### src/rtl/pipe_stage_skid.sv
// Single pipeline stage with valid/ready on both sides and a 2-entry skid buffer.
// in_ready, out_valid and count are registered copies of the next state.
module pipe_stage_skid #(
    parameter int unsigned      WIDTH     = 32,
    parameter logic [WIDTH-1:0] RESET_VAL = '0
) (
    input  logic             clk,
    input  logic             rst,
    input  logic             flush,
    input  logic             in_valid,
    output logic             in_ready,
    input  logic [WIDTH-1:0] in_data,
    output logic             out_valid,
    input  logic             out_ready,
    output logic [WIDTH-1:0] out_data,
    output logic [1:0]       count
);

    localparam int unsigned CNT_W = 2;

    typedef enum logic [1:0] {
        S_EMPTY = 2'd0,
        S_BUSY  = 2'd1,
        S_FULL  = 2'd2
    } state_t;

    typedef enum logic [1:0] {
        MAIN_KEEP = 2'd0,
        MAIN_IN   = 2'd1,
        MAIN_SKID = 2'd2
    } main_src_t;

    state_t             r_state;
    state_t             w_state_nxt;
    main_src_t          w_main_src;
    logic               w_skid_load;
    logic               w_clear;
    logic               w_in_fire;
    logic               w_out_fire;
    logic [WIDTH-1:0]   r_main;
    logic [WIDTH-1:0]   r_skid;
    logic               r_in_ready;
    logic               r_out_valid;
    logic [CNT_W-1:0]   r_count;

    assign w_in_fire  = in_valid & r_in_ready;
    assign w_out_fire = r_out_valid & out_ready;

    // Next-state and datapath select; flush overrides any handshake.
    always_comb begin
        w_state_nxt = r_state;
        w_main_src  = MAIN_KEEP;
        w_skid_load = 1'b0;
        w_clear     = 1'b0;
        if (flush) begin
            w_state_nxt = S_EMPTY;
            w_clear     = 1'b1;
        end else begin
            case (r_state)
                S_EMPTY: begin
                    if (w_in_fire) begin
                        w_main_src  = MAIN_IN;
                        w_state_nxt = S_BUSY;
                    end
                end
                S_BUSY: begin
                    if (w_in_fire && w_out_fire) begin
                        w_main_src  = MAIN_IN;
                    end else if (w_in_fire) begin
                        w_skid_load = 1'b1;
                        w_state_nxt = S_FULL;
                    end else if (w_out_fire) begin
                        w_state_nxt = S_EMPTY;
                    end
                end
                S_FULL: begin
                    if (w_out_fire) begin
                        w_main_src  = MAIN_SKID;
                        w_state_nxt = S_BUSY;
                    end
                end
                default: begin
                    w_state_nxt = S_EMPTY;
                    w_clear     = 1'b1;
                end
            endcase
        end
    end

    // State register.
    always_ff @(posedge clk or posedge rst) begin
        if (rst) begin
            r_state <= S_EMPTY;
        end else begin
            r_state <= w_state_nxt;
        end
    end

    // Payload registers: main drives out_data, skid absorbs the extra entry.
    always_ff @(posedge clk or posedge rst) begin
        if (rst) begin
            r_main <= RESET_VAL;
            r_skid <= RESET_VAL;
        end else if (w_clear) begin
            r_main <= RESET_VAL;
            r_skid <= RESET_VAL;
        end else begin
            case (w_main_src)
                MAIN_IN:   r_main <= in_data;
                MAIN_SKID: r_main <= r_skid;
                default:   r_main <= r_main;
            endcase
            if (w_skid_load) begin
                r_skid <= in_data;
            end
        end
    end

    // Status flags registered from the next state so no ready path crosses the stage.
    always_ff @(posedge clk or posedge rst) begin
        if (rst) begin
            r_in_ready  <= 1'b1;
            r_out_valid <= 1'b0;
            r_count     <= CNT_W'(0);
        end else begin
            r_in_ready  <= (w_state_nxt != S_FULL);
            r_out_valid <= (w_state_nxt != S_EMPTY);
            case (w_state_nxt)
                S_BUSY:  r_count <= CNT_W'(1);
                S_FULL:  r_count <= CNT_W'(2);
                default: r_count <= CNT_W'(0);
            endcase
        end
    end

    assign in_ready  = r_in_ready;
    assign out_valid = r_out_valid;
    assign out_data  = r_main;
    assign count     = r_count;

endmodule

### config.mk
export PLATFORM = sky130hd
export DESIGN_NAME = pipe_stage_skid
export DESIGN_NICKNAME = d
export VERILOG_FILES = /design/src/rtl/pipe_stage_skid.sv
export SDC_FILE = /design/constraint.sdc
export NUM_CORES = 1
export LEC_CHECK = 0
export BUFFER_PORTS_ARGS = -buffer_cell sky130_fd_sc_hd__buf_2
export CORE_ASPECT_RATIO = 1.75
export CORE_MARGIN = 3
export CORE_UTILIZATION = 25
export DETAILED_ROUTE_END_ITERATION = 8
export GPL_TIMING_DRIVEN = 1
export SLEW_MARGIN = 20
export SYNTH_ARGS = -nofsm -noshare
export SYNTH_HDL_FRONTEND = slang
export SYNTH_SLANG_ARGS = --single-unit
export TNS_END_PERCENT = 1
### constraint.sdc
create_clock -name clk -period 2.8 [get_ports clk]
set_input_delay 0.28 -clock clk [delete_from_list [all_inputs] [get_ports clk]]
set_output_delay 0.28 -clock clk [all_outputs]
set_load 0.005 [all_outputs]
==> run metrics <==
TritonCTS clock tree=done; fill count=1338; Post-CTS Resized=0; DRC=0; sequential area share after synthesis=0.516; grt total ovfl=0; postcts setup bufs=0; status=complete, no violations; largest net degree at the start of global routing=65; Leak=1.80 nW; Synth Area in Adders=0; Reg2Reg Capture Point=out_data[7]; yosys warns=0; post-route design area=4190 µm²; syn nets=398; clk_lat worst skew=0.33 ns; fin cells=588; Post-DRT Antenna Nets=0; # setup viols final=0; routed wire length=10.1 mm; setup_tns=0 ns; min Tclk post-route=1.99 ns; antenna violations before repair=0; clock sink count=70; period utilization=0.710; first drt pass iteration count=4; Synth Area in Simple Gates=0.116; number of buffers inserted by port buffering=72; Worst Setup Start Kind=flop; Area after DPL=3860 µm²; ANT cells=0; Power per Cell Area=675 nW/µm²; cell row count=55; hold crit path type=primary input to async pin; Critical Path Max Stage Delay=0.71 ns; DR vias/cell=5.23; number of distinct library cells after synthesis=27; largest family of logic cells by synthesized area=compound AO/OA/AOI/OAI gates; total track usage=0.136; Post-Place Cells=572; I/O pin count=73; Syn Area/Cell=9.40 µm²; routed length per instance=17.1 µm; Synth Area in Compound Gates=0.290; Initial DRC Count=264; GPL Wtd Cong=0.837; Setup Skew=0.00648 ns; routed vias=3073; die height=160 µm; Final Hold Vio Count=0; Final Max Slew Viols=0; FMAX=0.503 GHz; CTS H-Tree Depth=3; flop2flop setup slack=0.81 ns; initial core utilization=0.258; first-pass GRT wire length=16.1 mm; highest-delay cell along the critical path=dfrtp_1; share of layout cells above drive strength 1=0.264; Max clock buf depth=2; clock-pin slew on the worst setup and hold paths=0.06 ns; Peak supply drop=259 µV; FF-to-FF path depth=4; Post-Syn Area=3390 µm²; CP required=3.05 ns; multiplexer area fraction after synthesis=0; # hold bufs at CTS=0; CTS root buf=clkbuf_16; area growth from synthesis to layout=23.3%; Nets=449; core footprint=13100 µm²; total CTS buffers=9; post-DP HPWL=6.72 mm; die width=94.1 µm; flops & latches, synth=70; Rel. slew slack=0.560; Crit. End Element=flop; crit path cell chain=a21boi_4 -> buf_12 -> o21ai_0 -> a31oi_1; Worst R2R Start=r_state[0]; most frequent cells in the layout=buf_2 (72), dfrtp_1 (69), o21ai_0 (65), nand3_1 (64); Die ar.=15100 µm²; RSZ-0062 raised after global routing=false; CP max FO=48; vias in the first global route=3129; max cap viols=0; commonest non-fill, non-tap cell in the layout=buf_2; XOR/XNOR Fraction of Synth Area=0; Mapped Cells=361; crit path DAT=2.24 ns; Worst-Margin Slew=0.659 ns; WS Path Type=flop to flop
[cells in the mapped netlist (all sizes together)]
| library cell | instances | share of area |
|---|---|---|
| nor2 | 3 | 0.0033 |
| and3b | 1 | 0.0026 |
| or2 | 1 | 0.0018 |
| a21o | 1 | 0.0022 |
| o21ai | 65 | 0.096 |
| nor4 | 2 | 0.0037 |
| o21a | 2 | 0.0044 |
| inv | 1 | 0.0011 |
| dfrtp | 69 | 0.51 |
| clkbuf | 19 | 0.021 |
| a21bo | 1 | 0.0029 |
| nand4b | 1 | 0.0044 |
| nand3 | 64 | 0.094 |
| nand3b | 1 | 0.0022 |
| a21boi | 2 | 0.0055 |
| o31ai | 32 | 0.071 |
| nor3b | 1 | 0.0022 |
| dfstp | 1 | 0.0077 |
| buf | 28 | 0.055 |
| a21oi | 33 | 0.050 |
| nand2 | 1 | 0.0011 |
| a31oi | 32 | 0.059 |
[layout make-up]
type                            instances  area [µm²]  share of cell area
Clock inverter                          4        53.8              0.0129
Clock buffer                           12         267              0.0637
Timing Repair Buffer                   87         498               0.119
Sequential cell                        70        1750               0.419
Tap cell                              171         214              0.0511
Inverter                                1        5.00             0.00120
Multi-Input combinational cell        243        1400               0.333
[state kept, by name (all words and copies together), names as in the netlist]
register   cells
count          2
in_ready       1
out_data      32
out_valid      1
r_skid        32
r_state        2
[where the power goes]
part           internal, W  switching, W  leakage [nW]  total, W
clock network     0.000763      0.000426         0.151   0.00119
logic             0.000172      0.000319         0.696  0.000490
registers          0.00109     0.0000552         0.950   0.00115
total              0.00202      0.000800          1.80   0.00283
[per-layer routing]
layer,track usage,vias to the layer above,part of all wire
met2,0.225,84,0.52
met5,0,-,0
li1,-,1458,-
met4,0.0710,0,0.027
met1,0.161,1511,0.40
met3,0.0335,20,0.049
[stage by stage]
| step | total power (W) | hold slack, ns | util | worst slack (ns) |
|---|---|---|---|---|
| CTS | 0.00285 | 0.0328 | 0.318 | 0.829 |
| detailed placement | 0.00165 | 0.394 | 0.294 | 0.851 |
| global route | 0.00295 | 0.0629 | 0.318 | 0.672 |
| floorplan | 0.00147 | 0.422 | - | 0.753 |
| global placement | 0.00164 | 0.384 | 0.294 | 0.976 |
| finish | 0.00283 | 0.0115 | 0.318 | 0.813 |
[worst max path at each step]
| stage | to | slack, ns | cells after the start | from |
|---|---|---|---|---|
| 2_1_floorplan | count[0] | 0.75 | 1 | rst |
| 3_3_place_gp | out_data[11] | 0.98 | 4 | r_state[0] |
| 3_5_place_dp | out_data[8] | 0.85 | 4 | r_state[0] |
| 4_1_cts | out_data[6] | 0.83 | 4 | r_state[0] |
| 5_1_grt | out_data[29] | 0.67 | 4 | r_state[0] |
| 6_report | out_data[7] | 0.81 | 4 | r_state[0] |
[kinds of logic after synthesis]
logic type	after synthesis
AO/OA/AOI/OAI	168
AND/OR/NAND/NOR	75
flip-flops	70
buffers and inverters	48
[worst max-delay path, delay by kind of cell, from the launching register on]
| kind | cells | cell delay, ns |
|---|---|---|
| AO/OA/AOI/OAI | 3 | 0.88 |
| flip-flops | 1 | 0.71 |
| buffers and inverters | 1 | 0.28 |
Power figures use the tool's default switching activity.
